[config.mk]
export PLATFORM = sky130hd
export DESIGN_NAME = ex_stage_flat
export DESIGN_NICKNAME = d
export VERILOG_FILES = /design/src/rtl/ex_pkg.sv /design/src/rtl/ex_stage_if.sv /design/src/rtl/muldiv_unit.sv /design/src/rtl/ex_stage.sv /design/src/flat_wrapper.sv
export SDC_FILE = /design/constraint.sdc
export NUM_CORES = 1
export LEC_CHECK = 0
export ABC_AREA = 0
export BUFFER_PORTS_ARGS = -buffer_cell sky130_fd_sc_hd__buf_2
export CAP_MARGIN = 20
export CELL_PAD_IN_SITES_DETAIL_PLACEMENT = 1
export CELL_PAD_IN_SITES_GLOBAL_PLACEMENT = 2
export CORE_ASPECT_RATIO = 2
export CORE_MARGIN = 2
export CORE_UTILIZATION = 39
export CTS_CLUSTER_SIZE = 24
export DETAILED_ROUTE_END_ITERATION = 10
export PLACE_DENSITY_LB_ADDON = 0.2
export RECOVER_POWER = 100
export SLEW_MARGIN = 25
export SYNTH_ARGS = -nofsm -noshare
export SYNTH_HDL_FRONTEND = slang
export SYNTH_SLANG_ARGS = --single-unit
[constraint.sdc]
create_clock -name Clk -period 8.8 [get_ports Clk]
set_input_delay 1.32 -clock Clk [delete_from_list [all_inputs] [get_ports Clk]]
set_output_delay 1.32 -clock Clk [all_outputs]
set_load 0.005 [all_outputs]
[src/rtl/ex_pkg.sv]
// Shared definitions for the MIPS execute stage.
// - ALU operation codes carried on ID_ALUOp
// - Multiply/divide FSM state encoding
// - Default datapath width
package ex_pkg;

  localparam int unsigned DefaultDataW = 32;

  localparam logic [4:0] AluAdd   = 5'd0;
  localparam logic [4:0] AluSub   = 5'd1;
  localparam logic [4:0] AluAnd   = 5'd2;
  localparam logic [4:0] AluOr    = 5'd3;
  localparam logic [4:0] AluXor   = 5'd4;
  localparam logic [4:0] AluNor   = 5'd5;
  localparam logic [4:0] AluSlt   = 5'd6;
  localparam logic [4:0] AluSltu  = 5'd7;
  localparam logic [4:0] AluSll   = 5'd8;
  localparam logic [4:0] AluSrl   = 5'd9;
  localparam logic [4:0] AluSra   = 5'd10;
  localparam logic [4:0] AluLui   = 5'd11;
  localparam logic [4:0] AluMult  = 5'd12;
  localparam logic [4:0] AluMultu = 5'd13;
  localparam logic [4:0] AluDiv   = 5'd14;
  localparam logic [4:0] AluDivu  = 5'd15;
  localparam logic [4:0] AluMfhi  = 5'd16;
  localparam logic [4:0] AluMflo  = 5'd17;

  typedef enum logic [0:0] {
    MdIdle,
    MdBusy
  } md_state_e;

  // MULT/MULTU/DIV/DIVU
  function automatic logic is_muldiv(input logic [4:0] op);
    return (op >= AluMult) && (op <= AluDivu);
  endfunction

  // MFHI/MFLO
  function automatic logic is_hilo_read(input logic [4:0] op);
    return (op == AluMfhi) || (op == AluMflo);
  endfunction

endpackage

[src/rtl/ex_stage_if.sv]
// ID/EX -> EX/MEM bundle of the execute stage.
// master: decode side (drives ID_*, observes EX_*).
// slave : execute stage (observes ID_*, drives EX_*).
interface ex_stage_if #(
  parameter int unsigned DATA_W     = 32,
  parameter int unsigned REG_ADDR_W = 5
);
  logic                  ID_Valid;
  logic [4:0]            ID_ALUOp;
  logic [DATA_W-1:0]     ID_OpA;
  logic [DATA_W-1:0]     ID_OpB;
  logic [4:0]            ID_Shamt;
  logic [1:0]            ID_WB;
  logic [1:0]            ID_M;
  logic [DATA_W-1:0]     ID_StoreData;
  logic [REG_ADDR_W-1:0] ID_WriteReg;

  logic                  EX_Stall;
  logic                  EX_Valid;
  logic [1:0]            EX_WB;
  logic [1:0]            EX_M;
  logic [DATA_W-1:0]     EX_ALUResult;
  logic [DATA_W-1:0]     EX_StoreData;
  logic                  EX_RegWrite;
  logic [REG_ADDR_W-1:0] EX_WriteReg;
  logic [DATA_W-1:0]     EX_WriteData;

  modport master (
    output ID_Valid, ID_ALUOp, ID_OpA, ID_OpB, ID_Shamt, ID_WB, ID_M, ID_StoreData, ID_WriteReg,
    input  EX_Stall, EX_Valid, EX_WB, EX_M, EX_ALUResult, EX_StoreData, EX_RegWrite,
           EX_WriteReg, EX_WriteData
  );

  modport slave (
    input  ID_Valid, ID_ALUOp, ID_OpA, ID_OpB, ID_Shamt, ID_WB, ID_M, ID_StoreData, ID_WriteReg,
    output EX_Stall, EX_Valid, EX_WB, EX_M, EX_ALUResult, EX_StoreData, EX_RegWrite,
           EX_WriteReg, EX_WriteData
  );

endinterface

[src/rtl/muldiv_unit.sv]
// Iterative multiply/divide unit holding HI/LO.
// Ports: clk_i, rst_ni (async active-low), start_i (accept op_i/a_i/b_i),
//        busy_o (iterating), hi_o/lo_o (architectural HI/LO).
// One operation takes DATA_W iterations; HI/LO update on the last one.
module muldiv_unit import ex_pkg::*; #(
  parameter int unsigned DATA_W = DefaultDataW
) (
  input  logic              clk_i,
  input  logic              rst_ni,
  input  logic              start_i,
  input  logic [4:0]        op_i,
  input  logic [DATA_W-1:0] a_i,
  input  logic [DATA_W-1:0] b_i,
  output logic              busy_o,
  output logic [DATA_W-1:0] hi_o,
  output logic [DATA_W-1:0] lo_o
);

  localparam int unsigned     CntW    = $clog2(DATA_W);
  localparam logic [CntW-1:0] LastCnt = CntW'(DATA_W - 1);

  md_state_e         state_q, state_d;
  logic [CntW-1:0]   cnt_q, cnt_d;
  logic              is_div_q, is_div_d;
  logic              neg_res_q, neg_res_d;
  logic              neg_rem_q, neg_rem_d;
  logic              dbz_q, dbz_d;
  logic [DATA_W-1:0] acc_hi_q, acc_hi_d;
  logic [DATA_W-1:0] acc_lo_q, acc_lo_d;
  logic [DATA_W-1:0] opb_q, opb_d;
  logic [DATA_W-1:0] a_raw_q, a_raw_d;
  logic [DATA_W-1:0] hi_q, hi_d;
  logic [DATA_W-1:0] lo_q, lo_d;

  logic                sgn_op, div_op;
  logic [DATA_W-1:0]   mul_add;
  logic [DATA_W:0]     mul_sum;
  logic [DATA_W:0]     div_tmp;
  logic [DATA_W+1:0]   div_diff;
  logic [2*DATA_W-1:0] prod;

  function automatic logic [DATA_W-1:0] mag(input logic [DATA_W-1:0] v, input logic sgn);
    return (sgn && v[DATA_W-1]) ? -v : v;
  endfunction

  always_comb begin
    state_d   = state_q;
    cnt_d     = cnt_q;
    is_div_d  = is_div_q;
    neg_res_d = neg_res_q;
    neg_rem_d = neg_rem_q;
    dbz_d     = dbz_q;
    acc_hi_d  = acc_hi_q;
    acc_lo_d  = acc_lo_q;
    opb_d     = opb_q;
    a_raw_d   = a_raw_q;
    hi_d      = hi_q;
    lo_d      = lo_q;
    sgn_op    = (op_i == AluMult) || (op_i == AluDiv);
    div_op    = (op_i == AluDiv) || (op_i == AluDivu);
    mul_add   = '0;
    mul_sum   = '0;
    div_tmp   = '0;
    div_diff  = '0;
    prod      = '0;

    case (state_q)
      MdIdle: begin
        if (start_i) begin
          state_d   = MdBusy;
          cnt_d     = '0;
          is_div_d  = div_op;
          // Work on magnitudes; signs are restored when the result is written.
          acc_hi_d  = '0;
          acc_lo_d  = mag(a_i, sgn_op);
          opb_d     = mag(b_i, sgn_op);
          neg_res_d = sgn_op && (a_i[DATA_W-1] ^ b_i[DATA_W-1]);
          neg_rem_d = sgn_op && a_i[DATA_W-1];
          dbz_d     = div_op && (b_i == '0);
          a_raw_d   = a_i;
        end
      end
      MdBusy: begin
        cnt_d = cnt_q + 1'b1;
        if (is_div_q) begin
          // Restoring step: shift next dividend bit into the partial remainder.
          div_tmp  = {acc_hi_q, acc_lo_q[DATA_W-1]};
          div_diff = {1'b0, div_tmp} - {2'b00, opb_q};
          if (!div_diff[DATA_W+1]) begin
            acc_hi_d = div_diff[DATA_W-1:0];
            acc_lo_d = {acc_lo_q[DATA_W-2:0], 1'b1};
          end else begin
            acc_hi_d = div_tmp[DATA_W-1:0];
            acc_lo_d = {acc_lo_q[DATA_W-2:0], 1'b0};
          end
        end else begin
          // Shift-add: multiplier bits consumed from acc_lo LSB, product shifts in at top.
          mul_add  = acc_lo_q[0] ? opb_q : '0;
          mul_sum  = {1'b0, acc_hi_q} + {1'b0, mul_add};
          acc_hi_d = mul_sum[DATA_W:1];
          acc_lo_d = {mul_sum[0], acc_lo_q[DATA_W-1:1]};
        end

        if (cnt_q == LastCnt) begin
          state_d = MdIdle;
          cnt_d   = '0;
          if (is_div_q) begin
            if (dbz_q) begin
              lo_d = '1;
              hi_d = a_raw_q;
            end else begin
              lo_d = neg_res_q ? -acc_lo_d : acc_lo_d;
              hi_d = neg_rem_q ? -acc_hi_d : acc_hi_d;
            end
          end else begin
            prod = {acc_hi_d, acc_lo_d};
            if (neg_res_q) prod = -prod;
            hi_d = prod[2*DATA_W-1:DATA_W];
            lo_d = prod[DATA_W-1:0];
          end
        end
      end
      default: state_d = MdIdle;
    endcase
  end

  always_ff @(posedge clk_i or negedge rst_ni) begin
    if (!rst_ni) begin
      state_q   <= MdIdle;
      cnt_q     <= '0;
      is_div_q  <= 1'b0;
      neg_res_q <= 1'b0;
      neg_rem_q <= 1'b0;
      dbz_q     <= 1'b0;
      acc_hi_q  <= '0;
      acc_lo_q  <= '0;
      opb_q     <= '0;
      a_raw_q   <= '0;
      hi_q      <= '0;
      lo_q      <= '0;
    end else begin
      state_q   <= state_d;
      cnt_q     <= cnt_d;
      is_div_q  <= is_div_d;
      neg_res_q <= neg_res_d;
      neg_rem_q <= neg_rem_d;
      dbz_q     <= dbz_d;
      acc_hi_q  <= acc_hi_d;
      acc_lo_q  <= acc_lo_d;
      opb_q     <= opb_d;
      a_raw_q   <= a_raw_d;
      hi_q      <= hi_d;
      lo_q      <= lo_d;
    end
  end

  assign busy_o = (state_q == MdBusy);
  assign hi_o   = hi_q;
  assign lo_o   = lo_q;

endmodule

[src/rtl/ex_stage.sv]
// MIPS execute stage: single-cycle ALU/shifter, iterative MUL/DIV (muldiv_unit),
// HI/LO hazard stall and the EX/MEM pipeline register.
// Ports: Clk, Rst_n (async active-low), bus (ex_stage_if.slave: ID_* in, EX_* out).
module ex_stage import ex_pkg::*; #(
  parameter int unsigned DATA_W     = DefaultDataW,
  parameter int unsigned REG_ADDR_W = 5
) (
  input logic       Clk,
  input logic       Rst_n,
  ex_stage_if.slave bus
);

  logic [4:0]        op;
  logic [DATA_W-1:0] opa, opb;
  logic              md_busy, md_start, stall, issue, rw_ok;
  logic [DATA_W-1:0] md_hi, md_lo, alu_res;

  logic                  valid_q, valid_d;
  logic [1:0]            wb_q, wb_d;
  logic [1:0]            m_q, m_d;
  logic [DATA_W-1:0]     res_q, res_d;
  logic [DATA_W-1:0]     sd_q, sd_d;
  logic [REG_ADDR_W-1:0] wr_q, wr_d;

  assign op  = bus.ID_ALUOp;
  assign opa = bus.ID_OpA;
  assign opb = bus.ID_OpB;

  // Only instructions touching HI/LO wait for the unit; everything else flows past it.
  assign stall    = md_busy && bus.ID_Valid && (is_muldiv(op) || is_hilo_read(op));
  assign issue    = bus.ID_Valid && !stall;
  assign md_start = issue && is_muldiv(op);
  assign rw_ok    = (op <= AluLui) || is_hilo_read(op);

  muldiv_unit #(
    .DATA_W (DATA_W)
  ) u_muldiv (
    .clk_i   (Clk),
    .rst_ni  (Rst_n),
    .start_i (md_start),
    .op_i    (op),
    .a_i     (opa),
    .b_i     (opb),
    .busy_o  (md_busy),
    .hi_o    (md_hi),
    .lo_o    (md_lo)
  );

  always_comb begin
    alu_res = '0;
    case (op)
      AluAdd:  alu_res = opa + opb;
      AluSub:  alu_res = opa - opb;
      AluAnd:  alu_res = opa & opb;
      AluOr:   alu_res = opa | opb;
      AluXor:  alu_res = opa ^ opb;
      AluNor:  alu_res = ~(opa | opb);
      AluSlt:  alu_res = {{(DATA_W-1){1'b0}}, $signed(opa) < $signed(opb)};
      AluSltu: alu_res = {{(DATA_W-1){1'b0}}, opa < opb};
      AluSll:  alu_res = opb << bus.ID_Shamt;
      AluSrl:  alu_res = opb >> bus.ID_Shamt;
      AluSra:  alu_res = $unsigned($signed(opb) >>> bus.ID_Shamt);
      AluLui:  alu_res = {opb[DATA_W/2-1:0], {(DATA_W/2){1'b0}}};
      AluMfhi: alu_res = md_hi;
      AluMflo: alu_res = md_lo;
      default: alu_res = '0;
    endcase
  end

  // Stalled or empty slots load an all-zero bubble.
  always_comb begin
    valid_d = 1'b0;
    wb_d    = 2'b00;
    m_d     = 2'b00;
    res_d   = '0;
    sd_d    = '0;
    wr_d    = '0;
    if (issue) begin
      valid_d = 1'b1;
      wb_d    = {bus.ID_WB[1] && rw_ok, bus.ID_WB[0]};
      m_d     = bus.ID_M;
      res_d   = alu_res;
      sd_d    = bus.ID_StoreData;
      wr_d    = bus.ID_WriteReg;
    end
  end

  always_ff @(posedge Clk or negedge Rst_n) begin
    if (!Rst_n) begin
      valid_q <= 1'b0;
      wb_q    <= 2'b00;
      m_q     <= 2'b00;
      res_q   <= '0;
      sd_q    <= '0;
      wr_q    <= '0;
    end else begin
      valid_q <= valid_d;
      wb_q    <= wb_d;
      m_q     <= m_d;
      res_q   <= res_d;
      sd_q    <= sd_d;
      wr_q    <= wr_d;
    end
  end

  assign bus.EX_Stall     = stall;
  assign bus.EX_Valid     = valid_q;
  assign bus.EX_WB        = wb_q;
  assign bus.EX_M         = m_q;
  assign bus.EX_ALUResult = res_q;
  assign bus.EX_StoreData = sd_q;
  assign bus.EX_RegWrite  = valid_q && wb_q[1];
  assign bus.EX_WriteReg  = wr_q;
  assign bus.EX_WriteData = res_q;

endmodule
[src/flat_wrapper.sv]
// flat-port wrapper written by rule: the top's interface ports become plain ports
module ex_stage_flat import ex_pkg::*;
#(
  parameter int unsigned DATA_W     = DefaultDataW,
  parameter int unsigned REG_ADDR_W = 5
)
  (Clk, Rst_n, bus_ID_Valid, bus_ID_ALUOp, bus_ID_OpA, bus_ID_OpB, bus_ID_Shamt, bus_ID_WB, bus_ID_M, bus_ID_StoreData, bus_ID_WriteReg, bus_EX_Stall, bus_EX_Valid, bus_EX_WB, bus_EX_M, bus_EX_ALUResult, bus_EX_StoreData, bus_EX_RegWrite, bus_EX_WriteReg, bus_EX_WriteData);
  ex_stage_if #(.DATA_W(DATA_W), .REG_ADDR_W(REG_ADDR_W)) bus_i ();
  input logic Clk;
  input logic Rst_n;
  input wire logic [$bits(bus_i.ID_Valid)-1:0] bus_ID_Valid;
  input wire logic [$bits(bus_i.ID_ALUOp)-1:0] bus_ID_ALUOp;
  input wire logic [$bits(bus_i.ID_OpA)-1:0] bus_ID_OpA;
  input wire logic [$bits(bus_i.ID_OpB)-1:0] bus_ID_OpB;
  input wire logic [$bits(bus_i.ID_Shamt)-1:0] bus_ID_Shamt;
  input wire logic [$bits(bus_i.ID_WB)-1:0] bus_ID_WB;
  input wire logic [$bits(bus_i.ID_M)-1:0] bus_ID_M;
  input wire logic [$bits(bus_i.ID_StoreData)-1:0] bus_ID_StoreData;
  input wire logic [$bits(bus_i.ID_WriteReg)-1:0] bus_ID_WriteReg;
  output wire logic [$bits(bus_i.EX_Stall)-1:0] bus_EX_Stall;
  output wire logic [$bits(bus_i.EX_Valid)-1:0] bus_EX_Valid;
  output wire logic [$bits(bus_i.EX_WB)-1:0] bus_EX_WB;
  output wire logic [$bits(bus_i.EX_M)-1:0] bus_EX_M;
  output wire logic [$bits(bus_i.EX_ALUResult)-1:0] bus_EX_ALUResult;
  output wire logic [$bits(bus_i.EX_StoreData)-1:0] bus_EX_StoreData;
  output wire logic [$bits(bus_i.EX_RegWrite)-1:0] bus_EX_RegWrite;
  output wire logic [$bits(bus_i.EX_WriteReg)-1:0] bus_EX_WriteReg;
  output wire logic [$bits(bus_i.EX_WriteData)-1:0] bus_EX_WriteData;
  assign bus_i.ID_Valid = bus_ID_Valid;
  assign bus_i.ID_ALUOp = bus_ID_ALUOp;
  assign bus_i.ID_OpA = bus_ID_OpA;
  assign bus_i.ID_OpB = bus_ID_OpB;
  assign bus_i.ID_Shamt = bus_ID_Shamt;
  assign bus_i.ID_WB = bus_ID_WB;
  assign bus_i.ID_M = bus_ID_M;
  assign bus_i.ID_StoreData = bus_ID_StoreData;
  assign bus_i.ID_WriteReg = bus_ID_WriteReg;
  assign bus_EX_Stall = bus_i.EX_Stall;
  assign bus_EX_Valid = bus_i.EX_Valid;
  assign bus_EX_WB = bus_i.EX_WB;
  assign bus_EX_M = bus_i.EX_M;
  assign bus_EX_ALUResult = bus_i.EX_ALUResult;
  assign bus_EX_StoreData = bus_i.EX_StoreData;
  assign bus_EX_RegWrite = bus_i.EX_RegWrite;
  assign bus_EX_WriteReg = bus_i.EX_WriteReg;
  assign bus_EX_WriteData = bus_i.EX_WriteData;
  ex_stage #(.DATA_W(DATA_W), .REG_ADDR_W(REG_ADDR_W)) u_core (.Clk(Clk), .Rst_n(Rst_n), .bus(bus_i));
endmodule
==> qor.csv <==
stage,metric,value,unit
power_and_ir_drop,PD cells,317.8,nW/um2
sta,final setup TNS,0,ns
sta,Worst Skew,0.04553,ns
yosys,Cells after Synth,3649,
place,RePlAce Congestion,1.039,
setup_path,crit-path max FO,24,
power_and_ir_drop,P_leak,13.02,nW
sta,Fmax achieved,125.9,MHz
sta,Least-Margin Pin Slew,5.052,ns
grt,pin count of the biggest net entering global routing,147,
grt,GRT Total Usage,0.3978,
grt,vias in the first global route,31930,
sta,final hold violation count,0,
yosys,Netlist cell types,97,
yosys,Synth area leaders,"dfrtp_1 (25%), ha_1 (7.5%), o21ai_0 (6.6%), nand2_1 (5.7%), a21oi_1 (4.5%)",
drt,first drt pass iteration count,6,
clock_tree,# Post-CTS Setup Buffers,0,
min_path,Hold/Removal Path Class,reg2reg,
floorplan,Initial Utilization,0.3939,
setup_path,Worst Setup Start Kind,flop,
yosys,number of synthesized flops with an enable pin,0,
run,max cap viols,8,
grt,initial antenna violation count,4,
cells_and_area,Nets,3984,
power_and_ir_drop,peak supply drop,181.3,uV
yosys,Yosys reg bits,276,
yosys,most common library cells after synthesis,"nand2_1 (419), o21ai_0 (367), nor2_1 (305), dfrtp_1 (276), a21oi_1 (250)",
cells_and_area,Area Growth Syn to Fin,9.292,%
place,DP HPWL,117600,um
drt,routed wire length,148600,um
drt,vias per cell,6.514,
clock_tree,worst skew pair latency,0.64,ns
yosys,"area leader, netlist",dfrtp_1,
clock_tree,CTS tree,yes,
floorplan,Die H,381.7,um
yosys,Synth Flop Type,dfrtp_1,
floorplan,Std-Cell Rows,138,
yosys,mean post-synth cell area,7.624,um2
yosys,Syn Nets,3937,
floorplan,die width,192.9,um
clock_tree,clk sinks,276,
clock_tree,Num CTS Buffers,30,
yosys,"Seq/Total Area, Yosys",0.2483,
setup_path,Crit Path Class,reg2reg,
yosys,synth warn,0,
drt,Antenna Nets Post-Route,0,
clock_tree,worst-case clock buffer depth,3,
floorplan,CORE AREA,70620,um2
yosys,Synth Cell Area,27820,um2
setup_path,Crit path required time,9.30,ns
run_status,status,finished with violations,
drt,Initial DRC Count,2183,
clock_tree,Root Driver,clkbuf_16,
cells_and_area,post-route insts no fill,4629,
yosys,area share of the largest cell type after synthesis,0.2483,
floorplan,Total Die Area,73610,um2
sta,RSZ-0062 raised after global routing,no,
setup_path,CP arrival,8.45,ns
drt,vias,30150,
setup_path,CP endpoint kind,flop,
clock_tree,"Clk pin slew, worst setup/hold paths",0.07,ns
yosys,most common cell in the synthesized netlist,nand2_1,
place,Cells after DPL,4574,
place,IO Port Bufs,225,
run_status,failing checks,"capacitance limit, slew limit",
drt,routed len/inst,32.10,um
drt,Post-route DRC,0,
grt,grt total ovfl,0,
clock_tree,Hold Buf Count CTS,0,
sta,Final Cycle Share,0.9025,
grt,first-pass GRT wire length,213500,um
clock_tree,Resize count post-CTS,0,
yosys,asr flop ratio synth,1.000,
sta,final setup fails,0,
sta,count of pins over their slew limit,441,
sta,relative slew slack,-2.368,
cells_and_area,share of post-route cells with drive strength above 1,0.1023,
clock_tree,htree depth,1,
floorplan,IO Pins,226,
sta,min cycle time layout,7.942,ns
[layout by cell type (no fill, tap or decap), drive strengths merged, types with 39 or more instances in the layout]
cell type  Yosys  layout
nand2        420     420
o21ai        390     390
nor2         306     306
dfrtp        276     276
a21oi        250     250
buf           86     221
ha           166     166
inv          149     149
xnor2        138     138
clkbuf       190     116
mux2i        107     107
nand3         93      93
and2          87      87
nor3          78      78
xor2          55      55
a31oi         53      53
a21o          47      47
a211oi        43      43
o31ai         39      39
[flip-flops by register name (all words and copies together) (netlist names), 5 cells and up]
name	flops
u_core.bus.EX_StoreData	32
u_core.u_muldiv.lo_o	32
u_core.u_muldiv.opb_q	32
u_core.u_muldiv.acc_hi_q	32
u_core.u_muldiv.cnt_q	5
u_core.u_muldiv.acc_lo_q	32
u_core.bus.EX_WriteReg	5
u_core.u_muldiv.a_raw_q	32
u_core.bus.EX_ALUResult	32
u_core.u_muldiv.hi_o	32
[final timing paths]
kind	from	endpoint	slack (ns)	depth (start not counted)
setup reg to reg	u_core.u_muldiv.acc_hi_q[25]	u_core.u_muldiv.hi_o[26]	0.86	19
max in group asynchronous	Rst_n	u_core.u_muldiv.is_div_q	1.63	2
hold / removal	u_core.u_muldiv.a_raw_q[31]	u_core.u_muldiv.a_raw_q[31]	0.48	2
min in group asynchronous	Rst_n	u_core.bus.EX_ALUResult[6]	2.55	1
setup / recovery	u_core.u_muldiv.acc_hi_q[25]	u_core.u_muldiv.hi_o[26]	0.86	19
hold reg to reg	u_core.u_muldiv.a_raw_q[31]	u_core.u_muldiv.a_raw_q[31]	0.48	2
[layout make-up]
type,count,area (um2)
fillers,8812,40220
multi-input cells,2944,19200
flip-flops and latches,276,6912
repair buffers,291,1526
well taps,910,1139
clock buffers,46,912.1
inverters,153,574.3
clock inverters,6,136.4
diodes,3,7.507
[through the flow]
step	cell area (um2)	hold WS, ns	setup WS (ns)	power, W	utilization
floorplan	27820	0.4418	3.836	0.006057	-
global placement	29500	0.4607	1.205	0.007933	0.4178
detailed placement	29520	0.4716	1.541	0.008100	0.4180
CTS	30560	0.4887	1.500	0.009592	0.4328
global route	30400	0.5069	0.5501	0.01025	0.4304
finish	30400	0.4846	0.8577	0.009662	0.4305
[per-layer routing]
layer | wire [um] | global-route usage | vias up
met5 | 0 | 0 | -
met4 | 16650 | 0.3670 | 0
met3 | 7514 | 0.05376 | 529
met2 | 74460 | 0.7039 | 1193
met1 | 49970 | 0.3937 | 15090
li1 | - | - | 13340
[critical path, stage by stage (launching register included)]
cell and delay (ns):
dfrtp_1 0.42, ha_1 0.38, a21oi_1 0.23, o21ai_0 0.20, a2111oi_4 0.63, nand3_1 0.18, nand2b_1 0.11, buf_4 0.30
a31o_1 0.45, ha_1 0.24, o21ai_0 0.20, or3_1 0.52, or4_1 0.63, or4_1 0.76, o21ai_0 0.76, nor4bb_2 1.00
a31oi_1 0.28, xor2_1 0.22, o22ai_1 0.17, o21ai_1 0.11
[power breakdown]
| group | internal (W) | total (W) | switching, W |
|---|---|---|---|
| Clock | 0.000824 | 0.00142 | 0.000597 |
| Sequential | 0.00163 | 0.00207 | 0.000438 |
| Combinational | 0.00214 | 0.00617 | 0.00403 |
| Total | 0.00459 | 0.00966 | 0.00507 |
[kinds of logic (layout without fill, tap and decap cells)]
kind of cell | count (synthesis) | count (layout) | synth area share
compound gates | 1232 | 1232 | 0.2896
mux | 149 | 149 | 0.05874
simple gates | 1200 | 1200 | 0.2015
fa+ha+maj | 170 | 170 | 0.07754
other cells | 0 | 3 | 0
xor+xnor | 193 | 193 | 0.06076
buf+inv | 429 | 496 | 0.06360
flops | 276 | 276 | 0.2483
(Power assumes the default switching activity.)
